===== src/rtl/seq_serializer_if.sv =====
// Handshake/serial bundle for seq_serializer: parallel word input side and the
// registered serial output side.
interface seq_serializer_if #(
    parameter int WIDTH = 8
);
    logic             in_valid;
    logic [WIDTH-1:0] in_data;
    logic             in_ready;
    logic             data;
    logic             data_valid;
    logic             frame_start;

    modport master (
        output in_valid, in_data,
        input  in_ready, data, data_valid, frame_start
    );

    modport slave (
        input  in_valid, in_data,
        output in_ready, data, data_valid, frame_start
    );
endinterface


===== src/rtl/seq_serializer.sv =====
// Word-to-bit serializer: a small FIFO feeds an MSB-first shift register that
// emits one bit per enabled clock, chaining buffered words with no gaps.
module seq_serializer #(
    parameter int WIDTH = 8,
    parameter int DEPTH = 4
) (
    input  logic                   clk,
    input  logic                   reset,
    input  logic                   bit_en,
    seq_serializer_if.slave        bus,
    output logic                   idle,
    output logic [$clog2(DEPTH):0] count
);
    localparam int AW = $clog2(DEPTH);
    localparam int CW = AW + 1;
    localparam int BW = $clog2(WIDTH);

    typedef enum logic {IDLE, SHIFT} state_t;

    state_t           state;
    logic [WIDTH-1:0] mem [DEPTH];
    logic [AW-1:0]    wr_ptr;
    logic [AW-1:0]    rd_ptr;
    logic [WIDTH-1:0] shreg;
    logic [BW-1:0]    bitcnt;
    logic             push;
    logic             pop;
    logic             last_bit;

    // Pop decisions use the registered count, so a word always spends an edge in the FIFO.
    assign bus.in_ready = reset && (count != CW'(DEPTH));
    assign push         = bus.in_valid && bus.in_ready;
    assign last_bit     = (bitcnt == BW'(WIDTH - 1));
    assign pop          = bit_en && (count != '0) && ((state == IDLE) || last_bit);
    assign idle         = (state == IDLE) && (count == '0);

    always_ff @(posedge clk) begin
        if (push) begin
            mem[wr_ptr] <= bus.in_data;
        end
    end

    always_ff @(posedge clk or negedge reset) begin
        if (!reset) begin
            wr_ptr <= '0;
            rd_ptr <= '0;
            count  <= '0;
        end else begin
            if (push) begin
                wr_ptr <= wr_ptr + AW'(1);
            end
            if (pop) begin
                rd_ptr <= rd_ptr + AW'(1);
            end
            count <= count + CW'(push) - CW'(pop);
        end
    end

    always_ff @(posedge clk or negedge reset) begin
        if (!reset) begin
            state           <= IDLE;
            shreg           <= '0;
            bitcnt          <= '0;
            bus.data        <= 1'b0;
            bus.data_valid  <= 1'b0;
            bus.frame_start <= 1'b0;
        end else if (bit_en) begin
            if (pop) begin
                shreg           <= mem[rd_ptr];
                bus.data        <= mem[rd_ptr][WIDTH-1];
                bus.data_valid  <= 1'b1;
                bus.frame_start <= 1'b1;
                bitcnt          <= '0;
                state           <= SHIFT;
            end else if ((state == SHIFT) && !last_bit) begin
                shreg           <= shreg << 1;
                bus.data        <= shreg[WIDTH-2];
                bus.frame_start <= 1'b0;
                bitcnt          <= bitcnt + BW'(1);
            end else begin
                // Last bit sent with nothing queued (or idle with an empty FIFO).
                state           <= IDLE;
                bus.data        <= 1'b0;
                bus.data_valid  <= 1'b0;
                bus.frame_start <= 1'b0;
            end
        end
    end
endmodule


===== src/flat_wrapper.sv =====
// flat-port wrapper written by rule: the top's interface ports become plain ports
module seq_serializer_flat 
#(
    parameter int WIDTH = 8,
    parameter int DEPTH = 4
)
  (clk, reset, bit_en, idle, count, bus_in_valid, bus_in_data, bus_in_ready, bus_data, bus_data_valid, bus_frame_start);
  seq_serializer_if #(.WIDTH(WIDTH)) bus_i ();
  input  logic clk;
  input  logic reset;
  input  logic bit_en;
  output logic idle;
  output logic [$clog2(DEPTH):0] count;
  input wire logic [$bits(bus_i.in_valid)-1:0] bus_in_valid;
  input wire logic [$bits(bus_i.in_data)-1:0] bus_in_data;
  output wire logic [$bits(bus_i.in_ready)-1:0] bus_in_ready;
  output wire logic [$bits(bus_i.data)-1:0] bus_data;
  output wire logic [$bits(bus_i.data_valid)-1:0] bus_data_valid;
  output wire logic [$bits(bus_i.frame_start)-1:0] bus_frame_start;
  assign bus_i.in_valid = bus_in_valid;
  assign bus_i.in_data = bus_in_data;
  assign bus_in_ready = bus_i.in_ready;
  assign bus_data = bus_i.data;
  assign bus_data_valid = bus_i.data_valid;
  assign bus_frame_start = bus_i.frame_start;
  seq_serializer #(.WIDTH(WIDTH), .DEPTH(DEPTH)) u_core (.clk(clk), .reset(reset), .bit_en(bit_en), .bus(bus_i), .idle(idle), .count(count));
endmodule

===== config.mk =====
export PLATFORM = sky130hd
export DESIGN_NAME = seq_serializer_flat
export DESIGN_NICKNAME = d
export VERILOG_FILES = /design/src/rtl/seq_serializer_if.sv /design/src/rtl/seq_serializer.sv /design/src/flat_wrapper.sv
export SDC_FILE = /design/constraint.sdc
export NUM_CORES = 1
export LEC_CHECK = 0
export CAP_MARGIN = 20
export CORE_ASPECT_RATIO = 0.75
export CORE_MARGIN = 2
export CORE_UTILIZATION = 31
export CTS_CLUSTER_DIAMETER = 30
export DETAILED_ROUTE_END_ITERATION = 16
export HOLD_SLACK_MARGIN = 0.08
export PLACE_DENSITY = 0.57
export SETUP_SLACK_MARGIN = 0.2
export SLEW_MARGIN = 40
export SYNTH_ARGS = -nofsm -noshare
export SYNTH_HDL_FRONTEND = slang
export SYNTH_SLANG_ARGS = --single-unit

===== constraint.sdc =====
create_clock -name clk -period 2.8 [get_ports clk]
set_input_delay 0.56 -clock clk [delete_from_list [all_inputs] [get_ports clk]]
set_output_delay 0.56 -clock clk [all_outputs]
set_load 0.02 [all_outputs]

**Yosys cells after proc, flatten, opt, wreduce, memory -nomap -nowiden**

Memories as Yosys holds them, arrays and structs flattened.
Index checks and enable logic that the tools add are counted.

- Register bits: 20
- Bits in latches: 0
- Bits in writable memories: 32
- ROM bits: 0
- Input bits: 12
- Output and inout port bits: 8
- Logic and storage cells: 42
- Memories: 1

- Add/subtract/negate cells: 5
- $mul: 0
- Divide/modulo/power cells: 0
- Magnitude comparators: 0
- Eq/ne operators: 3
- Shift operators: 0
- Muxes and demuxes: 11
- Bitwise gates (word level): 1
- Reductions and logical operators: 13

Memories:

| memory | depth | bits a word | rd ports | clocked after Yosys merged registers in | wr ports | RTL line | text |
|---|---|---|---|---|---|---|---|
| u_core.mem | 4 | 8 | 1 | 0 | 1 | seq_serializer.sv:21 | `logic [WIDTH-1:0] mem [DEPTH];` |

Operators by type and width:

| cell | number |
|---|---|
| $mux 7 | 2 |
| $mux 1 | 7 |
| $logic_and 1x1->1 | 6 |
| $mux 3 | 2 |
| $add 2x1->2 const B | 2 |
| $reduce_and 2->1 | 2 |
| $add 3x1->3 | 1 |
| $add 3x1->3 const B | 1 |
| $eq 3x3->1 const B | 1 |
| $logic_not 3->1 | 1 |
| $ne 3x3->1 const B | 1 |
| $reduce_bool 3->1 | 1 |
| $sub 3x1->3 | 1 |
| $ne 2x1->1 const B | 1 |
| $reduce_bool 2->1 | 1 |
| $logic_not 1->1 | 1 |
| $logic_or 1x1->1 | 1 |
| $not 1->1 | 1 |

**Logic depth before layout (Yosys ltp)**

- Depth in word-level cells: 5
- Gate-level depth with buffers: 11
- Depth with buffers taken out: 11

**Worst setup path after synthesis**

Ideal clock, no wire load.

- Path type: register -> register
- Start point: register u_core.count[2]
- End point: register u_core.count[2]
- Setup time: 130 ps
- Arrival: 2,296 ps
- Required time: 2,670 ps
- Path slack: 374 ps
- Cell stages (with the launch flop): 11
- Buffers on the path: 1
- Period minus slack after synthesis: 2,426 ps
- Path through: dfrtp_1 -> or3_1 -> buf_6 -> nand3_4 -> inv_2 -> ha_1 -> inv_1 -> ha_1 -> fa_1 -> xor2_1 -> xnor2_1

- Elaborated cells on any way between the ends: 8
- Those cells by class: add/sub: 2; eq/ne: 1; reduce/logical: 5

RTL lines:

| element | RTL line | text |
|---|---|---|
| from (decl) | seq_serializer.sv:12 | `output logic [$clog2(DEPTH):0] count` |
| from (signal assigned) | seq_serializer.sv:55 | `count <= count + CW'(push) - CW'(pop);` |
| $reduce_bool 3->1 | seq_serializer.sv:34 | `assign pop = bit_en && (count != '0) && ((state == IDLE) \|\| last_bit);` |
| $logic_and 1x1->1 (2 in a row) | seq_serializer.sv:34 |  |
| net u_core.pop | seq_serializer.sv:27 | `logic pop;` |
| $sub 3x1->3 | seq_serializer.sv:55 |  |

The timed path passes the listed nets, and every way through them passes these cells.
A chain may end at the register's enable or synchronous reset.

**Worst setup path in the final report**

- Start point: register u_core.count[2]
- End point: output idle

- Word-level cells in the longest chain between the ends: 2

Ends and longest elaborated chain:

| element | RTL line | text |
|---|---|---|
| $logic_not 3->1 | seq_serializer.sv:35 | `assign idle = (state == IDLE) && (count == '0);` |
| $logic_and 1x1->1 | seq_serializer.sv:35 |  |
| to (decl) | flat_wrapper.sv:12 | `output logic idle;` |

No other way between the ends.

==> impl_results.md <==
* Status: complete, no violations
* N_diodes at 0
* Placer congestion estimate at 0.785
* Final setup TNS at 0 ps
* Fill cells at 615
* Worst Tran Pin Value at 629 ps
* Fin nets at 186
* Seq/Total Area, Yosys at 67.4%
* Number of flops mapped to enable cells by yosys at 32
* Hold WS at 501 ps
* DRT Pass-1 Iters at 4
* Worst EP required at 2240 ps
* Worst setup path category: reg -> out
* Leakage at 0.973 nW
* First-pass GRT wire length at 6460 µm
* Placed insts at 241
* Total of max-cap violations at 0
* Largest net degree at the start of global routing at 21
* Hold Path Depth at 1
* CP top delay family: buffers and inverters
* Asr flop ratio synth at 38.5%
* Fin cells at 250
* Post-DP HPWL at 2730 µm
* Yosys warning count at 0
* Fin util at 38.0%
* Initial Utilization at 31.9%
* Core region area at 6800 µm²
* Crit path DAT at 1880 ps
* Cell depth of the worst setup path at 3
* Count of state elements after synthesis at 52
* Detailed Route WL at 3750 µm
* Worst r2r path cells at 11
* Post-synth top cells: 32 x edfxtp_1, 20 x dfrtp_1, 13 x a21oi_1
* DR WL/cell at 15.0 µm
* R2R setup slack at 370 ps
* Worst path max stage delay at 610 ps
* Final Critical Period at 2440 ps
* Max_slew headroom at 58.1%
* Die Height at 76.4 µm
* Worst Setup SP: u_core.count[2]
* Slew Viols, Final at 0
* Worst-Skew Late Latency at 300 ps
* Synth top area cells: edfxtp_1 44%, dfrtp_1 23%, mux4_2 8.3%
* Area share of the largest cell type after synthesis at 44.3%
* Cells after synthesis at 139
* DRT iter0 DRCs at 76
* Worst VDD drop at 0.274 mV
* Clock buffer depth at 2
* H-Tree Depth at 2
* Grt ovf at 0
* Drt via density at 4.83
* Vias after detailed routing at 1207
* CP cell instances: or3_4 -> nor2_1 -> clkdlybuf4s50_1
* Die width at 101 µm
* Tot GR Track Use at 10.9%
* Worst slack at placement at 198 ps
* Hold-fix buffers, CTS at 0
* Clock root cell: clkbuf_8
* Fmax at 410 MHz
* Worst setup EP type: output port
* Syn nets at 160
* Die Area at 7690 µm²
* PortBufs at 19
* Synth area leader: edfxtp_1
* Post-route DRC at 0
* Routed Antenna Nets at 0
* Fin crit share at 87.1%
* CTS clock-pin slew for the worst setup and hold paths at 90 ps
* Layout area overhead at 19.2%
* Layout cells sized above 1 at 15.1%
* Num rows at 26
* Initial antenna violation count at 0
* Hold Vio Cnt, Final at 0
* Critical path launch point type: flip-flop
* Clock sinks at 52
* Maximum fanout along the worst path at 5
* Total CTS buffers at 5
* P per Cell Area at 884 nW/µm²
* Worst r2r src: u_core.bitcnt[0]
* Hold Crit Start: u_core.bitcnt[0]
* Top-count cell post-synth: edfxtp_1
* Primary FF master, synth: edfxtp_1
* Avg Synthesized Cell Area at 15.6 µm²
* Setup ws final at 360 ps
* CP bufs+invs at 1
* I/O Pins at 20
* Worst min path class: reg -> reg
* Vias in the first global route at 1287
* Clock skew at 3.74 ps
* Post-Syn Area at 2170 µm²
* RSZ-0062 raised after global routing: false
* Netlist cell types at 31
* Endpoints failing setup at 0
* CTS tree: built
* Critical Path Slowest Stage Cell: clkdlybuf4s50_1
-- stage by stage --
step,power (mW),cell area [µm²]
after global routing,2.44,2580
after floorplan,1.58,2170
final,2.29,2580
after CTS,2.31,2570
after detailed placement,1.82,2460
after global placement,1.79,2460
-- sequential cells by signal (all words and copies together), names as in the netlist --
register,cells
u_core.rd_ptr,2
u_core.bus.data,1
u_core.shreg,7
u_core.bitcnt,3
u_core.mem,32
u_core.wr_ptr,2
u_core.count,3
u_core.bus.frame_start,1
u_core.bus.data_valid,1
-- path summary, 6_finish.rpt --
check                              endpoint
max reg2reg                 u_core.count[2]
max                                    idle
min reg2reg                u_core.bitcnt[0]
max in group asynchronous   u_core.shreg[6]
min in group asynchronous  u_core.wr_ptr[1]
min                        u_core.bitcnt[0]
-- cell families after synthesis --
family                   share of synthesized area, %
flip-flops                                       67.4
AND/OR/NAND/NOR                                  6.52
AO/OA/AOI/OAI                                    6.98
buffers and inverters                            2.71
multiplexers                                     8.83
adder cells (fa/ha/maj)                          5.54
XOR/XNOR                                         2.02
-- power by group --
group          total, mW  internal [mW]  switching [mW]  leakage, nW
clock              0.491          0.260           0.231       0.0532
sequential          1.14          0.985           0.155        0.523
combinational      0.656          0.347           0.308        0.397
total               2.29           1.59           0.694        0.973
-- layout by cell type (no fill, tap or decap), types with 5 or more instances in the layout --
| master | n |
|---|---|
| a21oi_1 | 13 |
| nand2_1 | 11 |
| clkdlybuf4s50_1 | 18 |
| ha_1 | 8 |
| clkbuf_8 | 5 |
| inv_1 | 8 |
| nor2_1 | 8 |
| edfxtp_1 | 32 |
| dfrtp_1 | 20 |
| mux4_2 | 8 |
-- routing by layer --
layer,track usage (%),wire length (µm),vias to the layer above,share of wire [%]
li1,-,-,556,-
met1,13.5,1610,620,43
met2,18.3,1960,24,52
met3,3.39,129,7,3.4
met4,3.01,59,0,1.6
met5,0,0,-,0
-- what timing repair did --
action | CTS | global route
gates resized for setup | 0 | 3
buffers inserted | 0 | 1
endpoints found under the setup margin | 0 | 3
-- final cells by class --
cell class                      count  area (µm²)  area share, %
Multi-Input combinational cell     74         653           25.3
Sequential cell                    52        1460           56.5
Tap cell                           84         105           4.07
Clock inverter                      3        37.5           1.45
Clock buffer                        5        68.8           2.66
Timing Repair Buffer               23         223           8.62
Inverter                            9        36.3           1.40
No activity file was read; power rests on OpenSTA's default activity.
